[src/rtl/dmem_bridge_pkg.sv]
// Shared types and constants for the data-memory bridge.
package dmem_bridge_pkg;

  typedef enum logic [1:0] {
    IDLE = 2'd0,
    BUSY = 2'd1,
    DONE = 2'd2
  } state_e;

  localparam logic [31:0] ERR_DATA_DEF    = 32'hDEADBEEF;
  localparam logic [1:0]  WORD_ALIGN_MASK = 2'b11;

endpackage

[src/rtl/dmem_timeout_cnt.sv]
// Loadable up-counter with clear; the terminal count flags the TC-th counted cycle.
module dmem_timeout_cnt #(
  parameter int unsigned W  = 8,
  parameter int unsigned TC = 255
) (
  input  logic         clk,
  input  logic         rst,
  input  logic         i_clr,
  input  logic         i_load,
  input  logic [W-1:0] i_load_val,
  input  logic         i_en,
  output logic         o_tc_c
);

  logic [W-1:0] r_cnt;

  // The count holds at the terminal value instead of wrapping.
  always_ff @(posedge clk) begin
    if (rst) begin
      r_cnt <= '0;
    end else if (i_clr) begin
      r_cnt <= '0;
    end else if (i_load) begin
      r_cnt <= i_load_val;
    end else if (i_en && !o_tc_c) begin
      r_cnt <= r_cnt + W'(1);
    end
  end

  assign o_tc_c = (r_cnt == W'(TC - 1));

endmodule

[src/rtl/dmem_bridge.sv]
// Turns the core's zero-latency load/store into a req/ack memory access,
// stalling the core while the access is outstanding.
module dmem_bridge
  import dmem_bridge_pkg::*;
#(
  parameter int unsigned TIMEOUT  = 255,
  parameter int unsigned TO_W     = 8,
  parameter logic [31:0] ERR_DATA = ERR_DATA_DEF
) (
  input  logic        clk,
  input  logic        rst,
  input  logic        mem_read,
  input  logic        mem_write,
  input  logic [31:0] data_adr,
  input  logic [31:0] data_out,
  output logic [31:0] data_in,
  output logic        stall,
  output logic        err,
  output logic [31:0] stall_cnt,
  output logic        m_req,
  output logic        m_we,
  output logic [29:0] m_adr,
  output logic [31:0] m_wdata,
  input  logic [31:0] m_rdata,
  input  logic        m_ack
);

  state_e      r_state;
  state_e      w_next;
  logic        w_req;
  logic        w_misalign;
  logic        w_accept;
  logic        w_misacc;
  logic        w_ack;
  logic        w_timeout;
  logic        w_tc;

  logic        r_req;
  logic        r_we;
  logic [29:0] r_adr;
  logic [31:0] r_wdata;
  logic [31:0] r_ldata;
  logic        r_err;
  logic [31:0] r_stall_cnt;

  assign w_req      = mem_read | mem_write;
  assign w_misalign = (data_adr[1:0] & WORD_ALIGN_MASK) != 2'b00;

  always_ff @(posedge clk) begin
    if (rst) begin
      r_state <= IDLE;
    end else begin
      r_state <= w_next;
    end
  end

  // Stall must rise in the request cycle itself, so it is decoded combinationally.
  always_comb begin
    w_next    = r_state;
    stall     = 1'b0;
    w_accept  = 1'b0;
    w_misacc  = 1'b0;
    w_ack     = 1'b0;
    w_timeout = 1'b0;
    case (r_state)
      IDLE: begin
        if (w_req) begin
          stall = 1'b1;
          if (w_misalign) begin
            w_misacc = 1'b1;
            w_next   = DONE;
          end else begin
            w_accept = 1'b1;
            w_next   = BUSY;
          end
        end
      end
      BUSY: begin
        stall = 1'b1;
        if (m_ack) begin
          w_ack  = 1'b1;
          w_next = DONE;
        end else if (w_tc) begin
          w_timeout = 1'b1;
          w_next    = DONE;
        end
      end
      DONE: begin
        w_next = IDLE;
      end
      default: begin
        w_next = IDLE;
      end
    endcase
  end

  dmem_timeout_cnt #(
    .W  (TO_W),
    .TC (TIMEOUT)
  ) u_timeout_cnt (
    .clk        (clk),
    .rst        (rst),
    .i_clr      (w_ack | w_timeout),
    .i_load     (w_accept),
    .i_load_val ('0),
    .i_en       (r_state == BUSY),
    .o_tc_c     (w_tc)
  );

  // Request capture, load-data return, sticky error and stall accounting.
  always_ff @(posedge clk) begin
    if (rst) begin
      r_req       <= 1'b0;
      r_we        <= 1'b0;
      r_adr       <= '0;
      r_wdata     <= '0;
      r_ldata     <= '0;
      r_err       <= 1'b0;
      r_stall_cnt <= '0;
    end else begin
      if (w_accept) begin
        r_req   <= 1'b1;
        r_we    <= mem_write;
        r_adr   <= data_adr[31:2];
        r_wdata <= data_out;
        if (mem_read && mem_write) begin
          r_err <= 1'b1;
        end
      end
      if (w_misacc) begin
        r_ldata <= ERR_DATA;
        r_err   <= 1'b1;
      end
      if (w_ack) begin
        r_req <= 1'b0;
        if (!r_we) begin
          r_ldata <= m_rdata;
        end
      end
      if (w_timeout) begin
        r_req   <= 1'b0;
        r_ldata <= ERR_DATA;
        r_err   <= 1'b1;
      end
      if (stall && (r_stall_cnt != 32'hFFFF_FFFF)) begin
        r_stall_cnt <= r_stall_cnt + 32'd1;
      end
    end
  end

  assign data_in   = r_ldata;
  assign err       = r_err;
  assign stall_cnt = r_stall_cnt;
  assign m_req     = r_req;
  assign m_we      = r_we;
  assign m_adr     = r_adr;
  assign m_wdata   = r_wdata;

endmodule

[config.mk]
export PLATFORM = sky130hd
export DESIGN_NAME = dmem_bridge
export DESIGN_NICKNAME = d
export VERILOG_FILES = /design/src/rtl/dmem_bridge_pkg.sv /design/src/rtl/dmem_timeout_cnt.sv /design/src/rtl/dmem_bridge.sv
export SDC_FILE = /design/constraint.sdc
export NUM_CORES = 1
export LEC_CHECK = 0
export ABC_AREA = 1
export CELL_PAD_IN_SITES_DETAIL_PLACEMENT = 1
export CELL_PAD_IN_SITES_GLOBAL_PLACEMENT = 1
export CORE_MARGIN = 4
export CORE_UTILIZATION = 33
export DETAILED_ROUTE_END_ITERATION = 10
export PLACE_DENSITY = 0.85
export SETUP_SLACK_MARGIN = 0.15
export SYNTH_ARGS = -nofsm -noshare
export SYNTH_HDL_FRONTEND = slang
export SYNTH_HIERARCHICAL = 1
export SYNTH_SLANG_ARGS = --single-unit
[constraint.sdc]
create_clock -name clk -period 5.7 [get_ports clk]
set_input_delay 1.71 -clock clk [delete_from_list [all_inputs] [get_ports clk]]
set_output_delay 1.71 -clock clk [all_outputs]
set_load 0.02 [all_outputs]
==> run metrics, run 1 <==
Tmin final=5110 ps; post-CTS resize count=0; Port Buffers=230; Die Span X=143 um; CTS tree=done; Clock Power Share=43.1%; status=finished, final reports clean; clk root buf=clkbuf_16; ys async rst share=0%; largest net degree at the start of global routing=79; Critical Path AT=3400 ps; Seq cells post-synth=139; Netlist cell types=30; Setup Slack @ Placement=612 ps; Combinational Power Share=15.2%; postcts setup bufs=0; Switching Fraction=29.1%; Num CTS Buffers=17; PwrDens=280 nW/um2; Final Hold Fails=0; final worst slack=588 ps; ant diodes=0; GP Congestion=0.847; max-cap violation count=0; leakage power total=0.00333 uW; worst setup path category=in -> out; switching pwr=731 uW; wire length per cell=16.8 um; crit share post-route=89.7%; max-slew violation count=0; Initial DRT Pass Iterations=4; hpwl dp=15,600 um; CP required=3990 ps; Reg power frac=41.7%; IO Pins=231; min-delay worst type=reg -> reg; gr ovfl total=0; drt drc=0; setup violators final=0; Reg clk slew, reported paths=70 ps; critical path fanouts, max=9; Setup Skew=12.1 ps; Nets=1,170; Cell Rows=49; clk sinks=139; Cells after Synth=848; RSZ-0062 raised after global routing=false; core area=17,900 um2; clk_lat worst skew=430 ps; Synth Area per Inst=7.06 um2; hold buffer count at CTS=0; full die area=20,400 um2; layout cell share with drive strength beyond 1=6.21%; htree depth=4; Tightest Pin Transition=966 ps; Worst IR Drop VDD=0.000208 V; fmax=196 MHz; Die H=143 um; via count=6,425; crit path capture type=output port; Worst setup SP type=input pin; number of global-route vias before repair=6,836; Yosys Warn Count=6; Mapped Area=5990 um2; Slew headroom=35.5%; initial core utilization=33.5%; initial DRC count=208; sequential area share after synthesis=46.4%; Top FF cell, synth=dfxtp_1; Design Power=2520 uW; Antenna Violating Nets Remaining=0; total track usage=21.5%; first-pass GRT wire length=35,100 um; buffers from clock root to sink, at most=2; WL final=21,900 um; number of synthesized flops with an enable pin=0; P_int=1780 uW; Setup TNS Final=0 ps; via/cell ratio=4.91; area delta synth->final=49.8%; initial antenna violation count=0
critical path, cell delays in order:
cell	delay [ps]
clkdlybuf4s50_1	530
nor2_1	70
nand2_1	80
nand2_2	150
inv_2	190
clkdlybuf4s50_1	670
Yosys cell counts (4+ instances only):
library cell | n | area [um2]
a21oi_1 | 127 | 636
buf_2 | 14 | 70.1
clkbuf_1 | 20 | 75.1
dfxtp_1 | 139 | 2780
inv_1 | 46 | 173
inv_2 | 4 | 15.0
nand2_1 | 263 | 987
nand2_2 | 9 | 56.3
nand3_1 | 48 | 240
nand4_1 | 13 | 81.3
nor2_1 | 96 | 360
nor2_2 | 7 | 43.8
nor3_1 | 4 | 20.0
o21ai_0 | 6 | 30.0
o22ai_1 | 24 | 150
sequential cells by signal, summed over array words and instances (netlist names):
signal	count
data_in	32
m_wdata	32
stall_cnt	32
m_adr	30
u_timeout_cnt/r_cnt	8
r_state	2
err	1
m_req	1
m_we	1
path summary, 6_finish.rpt:
path                                             start           to  cells after the start  slack (ps)
worst max register to register  u_timeout_cnt/r_cnt[0]  data_in[14]                     11        3290
worst min-delay path                       data_in[22]  data_in[22]                      2         460
worst max-delay path                         mem_write        stall                      6         590
worst min register to register             data_in[22]  data_in[22]                      2         460
layout by cell type (no fill, tap or decap), types with 2 or more instances in the layout:
cell	n
ha_1	3
nand2_2	10
nand3_2	3
dfxtp_1	139
conb_1	8
nand4_1	13
buf_4	5
inv_6	6
inv_1	45
clkbuf_16	17
nand2_1	262
nor3_1	4
clkinv_4	2
inv_8	6
inv_2	5
nor2_2	7
o21ai_0	6
a21oi_1	127
nor2_4	3
clkdlybuf4s50_1	229
xor2_1	3
nor2_1	96
o22ai_1	24
nand3_1	48
cells by family after synthesis:
logic type      synth area share (%)
compound gates                  14.1
flops                           46.4
fa+ha+maj                      0.627
buf+inv                         6.95
simple gates                    31.2
xor+xnor                       0.585
other cells                   0.0626
cell type report:
cell class,instances,area (um2)
clock buffer,17,425
clock inverter,15,143
fill,2226,8930
sequential,139,2780
inverter,50,188
tap,229,287
multi-input combinational,624,2820
timing repair buffer,234,2330
power groups by stage:
stage / Clock, uW / Sequential, uW / Combinational [uW]
2_1_floorplan: 0 / 1120 / 128
3_3_place_gp: 0 / 1070 / 376
3_5_place_dp: 0 / 1070 / 382
4_1_cts: 1110 / 1050 / 386
5_1_grt: 1150 / 1060 / 413
6_report: 1080 / 1050 / 381
stage by stage:
stage | std cells | hold slack, ps | util, % | instance area [um2]
5_1_grt | 1308 | 482 | 50.1 | 8970
3_5_place_dp | 1276 | 456 | 47.0 | 8410
6_report | 1308 | 464 | 50.1 | 8970
2_1_floorplan | 855 | 494 | - | 6020
4_1_cts | 1308 | 467 | 50.1 | 8970
3_3_place_gp | 1276 | 449 | 47.0 | 8410
per-layer routing:
metal | vias to the layer above | global-route usage [%] | part of all wire (%)
met1 | 3044 | 23.1 | 39
met3 | 28 | 9.71 | 9.4
met5 | - | 0 | 0
met4 | 0 | 6.60 | 1.8
met2 | 170 | 38.0 | 50
li1 | 3183 | - | -
No activity file was read; power rests on OpenSTA's default activity.
==> run 2, diff against run 1 <==
PLACE_DENSITY = 0.83   (was 0.85)
==> run 2 against run 1 <==
Register-to-register slack got worse by 50 ps. Global-route usage is essentially flat. Critical path type unchanged. First-iteration DRC count increased by 1.4%. Clock skew hardly changed. Combinational power barely moved. Fmax increased by 1.1%. Core utilization rose by 0.30 points. Clock power up 8%. Largest power group unchanged. Design area is 0.60% higher.
==> run metrics, run 2 (synthesis gave the netlist of run 1 again) <==
via/cell ratio=4.94 (+0.47%); Clock Power Share=45.0% (+1.9 points); Die H=143 um (unchanged); commonest non-fill, non-tap cells in the layout=nand2_1, clkdlybuf4s50_1, dfxtp_1; Critical Path Source=mem_write; min-delay worst type=reg -> reg; initial core utilization=33.5% (unchanged); PwrDens=288 nW/um2 (+2.7%); Combinational Power Share=14.7% (-0.5 points); leakage power total=0.00335 uW (+0.57%); fillers=2,226 (unchanged); CTS tree=done; clk sinks=139 (unchanged); Port Buffers=230 (unchanged); clk root buf=clkbuf_16; WL final=21,900 um (+0.16%); max-cap violation count=0 (unchanged); critical path fanouts, max=9 (unchanged); worst setup path category=in -> out; Critical Path AT=3350 ps (-50 ps); via count=6,460 (+0.54%); area delta synth->final=50.7%; Tmin final=5060 ps (-55.8 ps); crit path capture=stall; gr ovfl total=0 (unchanged); Slew headroom=29.8% (-5.8 points); hold buffer count at CTS=0 (unchanged); drt drc=0 (unchanged); Setup TNS Final=0 ps (unchanged); RSZ-0062 raised after global routing=false; hpwl dp=15,700 um (+0.35%); reg2reg setup slack=3240 ps (-50 ps); IO Pins=231 (unchanged); GP Congestion=0.821 (-3.1%); cell-by-cell trace of the critical path=clkdlybuf4s50_1, nor2_1, nand2_1, nand2_2, inv_2, clkdlybuf4s50_1; Worst setup SP type=input pin; setup violators final=0 (unchanged); reg2reg end=data_in[24]; Initial DRT Pass Iterations=4 (unchanged); P_int=1870 uW (+4.9%); slowest cell delay on critical path=660 ps (about the same); Nets=1,170 (unchanged); minimum hold slack=463 ps (-1.13 ps); initial DRC count=211 (+1.4%); Antenna Violating Nets Remaining=0 (unchanged); crit share post-route=88.7% (-0.98 points); max-slew violation count=0 (unchanged); Cell Rows=49 (unchanged); Crit path depth=6 (unchanged); Num CTS Buffers=17 (unchanged); initial antenna violation count=1 (+1); core area=17,900 um2 (unchanged); Crit path max-delay family=buffers and inverters; crit path buf inv count=3 (unchanged); htree depth=4 (unchanged); layout cell share with drive strength beyond 1=6.21% (unchanged); first-pass GRT wire length=35,000 um (-0.18%); crit path max-delay cell type=clkdlybuf4s50_1; Tightest Pin Transition=1050 ps (+87.7 ps); crit path capture type=output port; buffers from clock root to sink, at most=2 (unchanged); number of global-route vias before repair=6,768 (-0.99%); Reg clk slew, reported paths=60 ps (about the same); fmax=198 MHz (+1.1%); Switching Fraction=28.0% (-1.0 points); most common cell after layout, fill and taps aside=nand2_1; most frequent CP cell=clkdlybuf4s50_1; Final Hold Fails=0 (unchanged); largest net degree at the start of global routing=97 (+23%); Die Span X=143 um (unchanged); clk_lat worst skew=420 ps (about the same); Worst Reg2Reg Path Length in Cells=11 (unchanged); Worst IR Drop VDD=0.000219 V (+5.3%); reg-to-reg critical path startpoint=u_timeout_cnt/r_cnt[0]; post-CTS resize count=0 (unchanged); Reg power frac=40.3% (-1.4 points); full die area=20,400 um2 (unchanged); CP required=3990 ps (about the same); wire length per cell=16.8 um (about the same); total track usage=21.5% (about the same); postcts setup bufs=0 (unchanged); switching pwr=729 uW (-0.38%); status=finished, final reports clean; Setup Skew=11.7 ps (-0.409 ps)
## run 2: worst min-delay path by stage
stage                           start                      to  slack (ps)  depth (start not counted)
2_1_floorplan  u_timeout_cnt/r_cnt[1]  u_timeout_cnt/r_cnt[1]         490                          2
3_3_place_gp               data_in[4]              data_in[4]         450                          2
3_5_place_dp                m_adr[28]               m_adr[28]         460                          2
4_1_cts                     m_adr[15]               m_adr[15]         470                          2
5_1_grt                     m_adr[28]               m_adr[28]         490                          2
6_report                    m_adr[28]               m_adr[28]         460                          2
## run 2: cell type report
cell class	instances	area (um2)	share of cell area (%)
Multi-Input combinational cell	624	2820	31.2
Sequential cell	139	2780	30.8
Tap cell	229	287	3.17
Clock buffer	17	425	4.71
Antenna cell	1	2.50	0.0277
Timing Repair Buffer	234	2330	25.8
Clock inverter	15	194	2.15
Inverter	50	188	2.08
## run 2: power groups by stage
stage	Combinational (uW)	Clock, uW	Sequential [uW]
global route	416	1240	1060
global placement	378	0	1070
floorplan	128	0	1120
CTS	387	1190	1050
finish	382	1170	1050
detailed placement	383	0	1070
## run 2: worst register-to-register path: cells and delay by family (launching register included)
| family | cells | cell delay, ps |
|---|---|---|
| AO/OA/AOI/OAI | 1 | 240 |
| AND/OR/NAND/NOR | 5 | 720 |
| flip-flops | 1 | 370 |
| adder cells (fa/ha/maj) | 1 | 190 |
| buffers and inverters | 4 | 870 |
## run 2: per-stage QoR
stage	instance area (um2)	setup WS (ps)	total power (uW)	utilization [%]	cells
final	9030	644	2600	50.4	1309
after global routing	9030	526	2710	50.4	1309
after CTS	9030	642	2630	50.4	1308
after detailed placement	8410	645	1450	47.0	1276
after global placement	8410	650	1450	47.0	1276
after floorplan	6020	1890	1250	-	855
## run 2: per-layer routing
layer  up-vias  track usage [%]  wire length [um]
met1      3069             23.9              8650
met2       175             36.5             10700
met3        25             10.7              2170
li1       3191                -                 -
met4         0             6.30               449
met5         -                0                 0
==> run 3, diff against run 2 <==
RECOVER_POWER = 25   (was not set)
==> run 3 against run 2 <==
The run now ends with max-capacitance violations, max-slew violations left. Clock-buffer cell count stayed put. Total power fell by 0.24%. Worst setup slack got worse by 160 ps. Global-route usage unchanged. Non-clock buffer count unchanged. Design area decreased by 0.15%. Wire length decreased by 0.14%. Fmax shrank 3.0%. Via count fell by 0.28%. Core utilization shrank 0.077 points. Clock skew is 1.2 ps higher. Critical path type unchanged. Largest cell class unchanged. Highest routed layer unchanged.
==> run metrics, run 3 (synthesis gave the netlist of run 1 again) <==
initial DRC count=207 (-1.9%); clk sinks=139 (unchanged); full die area=20,400 um2 (unchanged); drt drc=0 (unchanged); most common cell after layout, fill and taps aside=nand2_1; most frequent CP cell=nand2_1; first-pass GRT wire length=35,000 um (unchanged); total track usage=21.5% (unchanged); GP Congestion=0.821 (unchanged); Tightest Pin Transition=2030 ps (+974 ps); Crit path max-delay family=buffers and inverters; cell-by-cell trace of the critical path=dlygate4sd3_1, nor2_1, nand2_1, nand2_1, inv_2, clkdlybuf4s50_1; critical path fanouts, max=9 (unchanged); Setup TNS Final=0 ps (unchanged); post-CTS resize count=0 (unchanged); initial antenna violation count=1 (unchanged); postcts setup bufs=0 (unchanged); crit path capture type=output port; Cell Rows=49 (unchanged); core area=17,900 um2 (unchanged); post-layout util=50.4% (-0.077 points); RSZ-0062 raised after global routing=false; Antenna Violating Nets Remaining=0 (unchanged); max-cap violation count=1 (+1); htree depth=4 (unchanged); clk_lat worst skew=420 ps (about the same); Final Hold Fails=0 (unchanged); via count=6,442 (-0.28%); Setup Slack @ Placement=645 ps (unchanged); setup violators final=0 (unchanged); crit path buf inv count=3 (unchanged); max-slew violation count=97 (+97); hold buffer count at CTS=0 (unchanged); status=finished with violations; wire length per cell=16.7 um (-0.14%); Tmin final=5210 ps (+155 ps); failing checks=max-capacitance violations, max-slew violations; gr ovfl total=0 (unchanged); layout cell share with drive strength beyond 1=5.75% (-0.46 points); CP required=3990 ps (about the same); largest net degree at the start of global routing=97 (unchanged); worst setup path category=in -> out; Slew headroom=-35.2% (-65 points); number of global-route vias before repair=6,768 (unchanged); Worst IR Drop VDD=0.000219 V (about the same); crit path max-delay cell type=clkdlybuf4s50_1; Multi-input gate area=2810 um2 (-0.27%); PwrDens=288 nW/um2 (about the same); hpwl dp=15,700 um (unchanged); min-delay worst type=reg -> reg; leakage power total=0.00346 uW (+3.4%); buffers from clock root to sink, at most=2 (unchanged); Design Power=2590 uW (-0.24%); via/cell ratio=4.92 (-0.28%); fillers=2,228 (+0.090%); IO Pins=231 (unchanged); register area=2780 um2 (unchanged); final worst slack=489 ps (-155 ps); Setup Skew=12.9 ps (+1.22 ps); crit share post-route=91.4% (+2.7 points); Critical Path AT=3500 ps (+150 ps); Port Buffers=230 (unchanged); Nets=1,170 (unchanged); CTS tree=done; slowest cell delay on critical path=660 ps (about the same); Initial DRT Pass Iterations=4 (unchanged); Die H=143 um (unchanged); WL final=21,900 um (-0.14%); Reg clk slew, reported paths=60 ps (about the same); initial core utilization=33.5% (unchanged); area delta synth->final=50.5%; fmax=192 MHz (-3.0%); Worst setup SP type=input pin; clk root buf=clkbuf_16; Num CTS Buffers=17 (unchanged); Die Span X=143 um (unchanged); commonest non-fill, non-tap cells in the layout=nand2_1, clkdlybuf4s50_1, dfxtp_1
## run 3: cell types whose count changed in the layout (fill, tap and decap cells not counted), sizes merged
cell	delta
buf	-2
clkdlybuf4s50	-39
clkbuf	+2
dlygate4sd3	+39
## run 3: through the flow
step | hold slack (ps) | instances | instance area (um2)
after floorplan | 494 | 855 | 6020
after global placement | 449 | 1276 | 8410
after detailed placement | 458 | 1276 | 8410
after CTS | 465 | 1308 | 9030
after global routing | 486 | 1309 | 9010
final | 460 | 1309 | 9010
## run 3: report_power, final
group | switching, uW | total, uW | internal [uW]
clock | 499 | 1170 | 670
combinational | 201 | 377 | 176
sequential | 28.2 | 1050 | 1020
total | 727 | 2590 | 1870
## run 3: area by class of cell
| type | instances | area share, % |
|---|---|---|
| Antenna cell | 1 | 0.0278 |
| Clock buffer | 17 | 4.72 |
| Clock inverter | 15 | 2.15 |
| Inverter | 50 | 2.08 |
| Multi-Input combinational cell | 624 | 31.2 |
| Sequential cell | 139 | 30.9 |
| Tap cell | 229 | 3.18 |
| Timing Repair Buffer | 234 | 25.8 |
## run 3: final timing paths
kind / start / end / slack [ps] / cells past startpoint
worst min-delay path: m_adr[28] / m_adr[28] / 460 / 2
worst max register to register: r_state[0] / u_timeout_cnt/r_cnt[7] / 2990 / 10
worst max-delay path: mem_write / stall / 490 / 6
worst min register to register: m_adr[28] / m_adr[28] / 460 / 2
## run 3: worst min-delay path: stages (launching register included)
cell and delay [ps]:
dfxtp_1 310, nand2_1 60, a21oi_1 50
## run 3: metal layers
layer  track usage, %  up-vias  wire, um
li1                 -     3193         -
met1             23.9     3052      8670
met2             36.5      167     10600
met3             10.7       30      2150
met4             6.30        0       491
met5                0        -         0
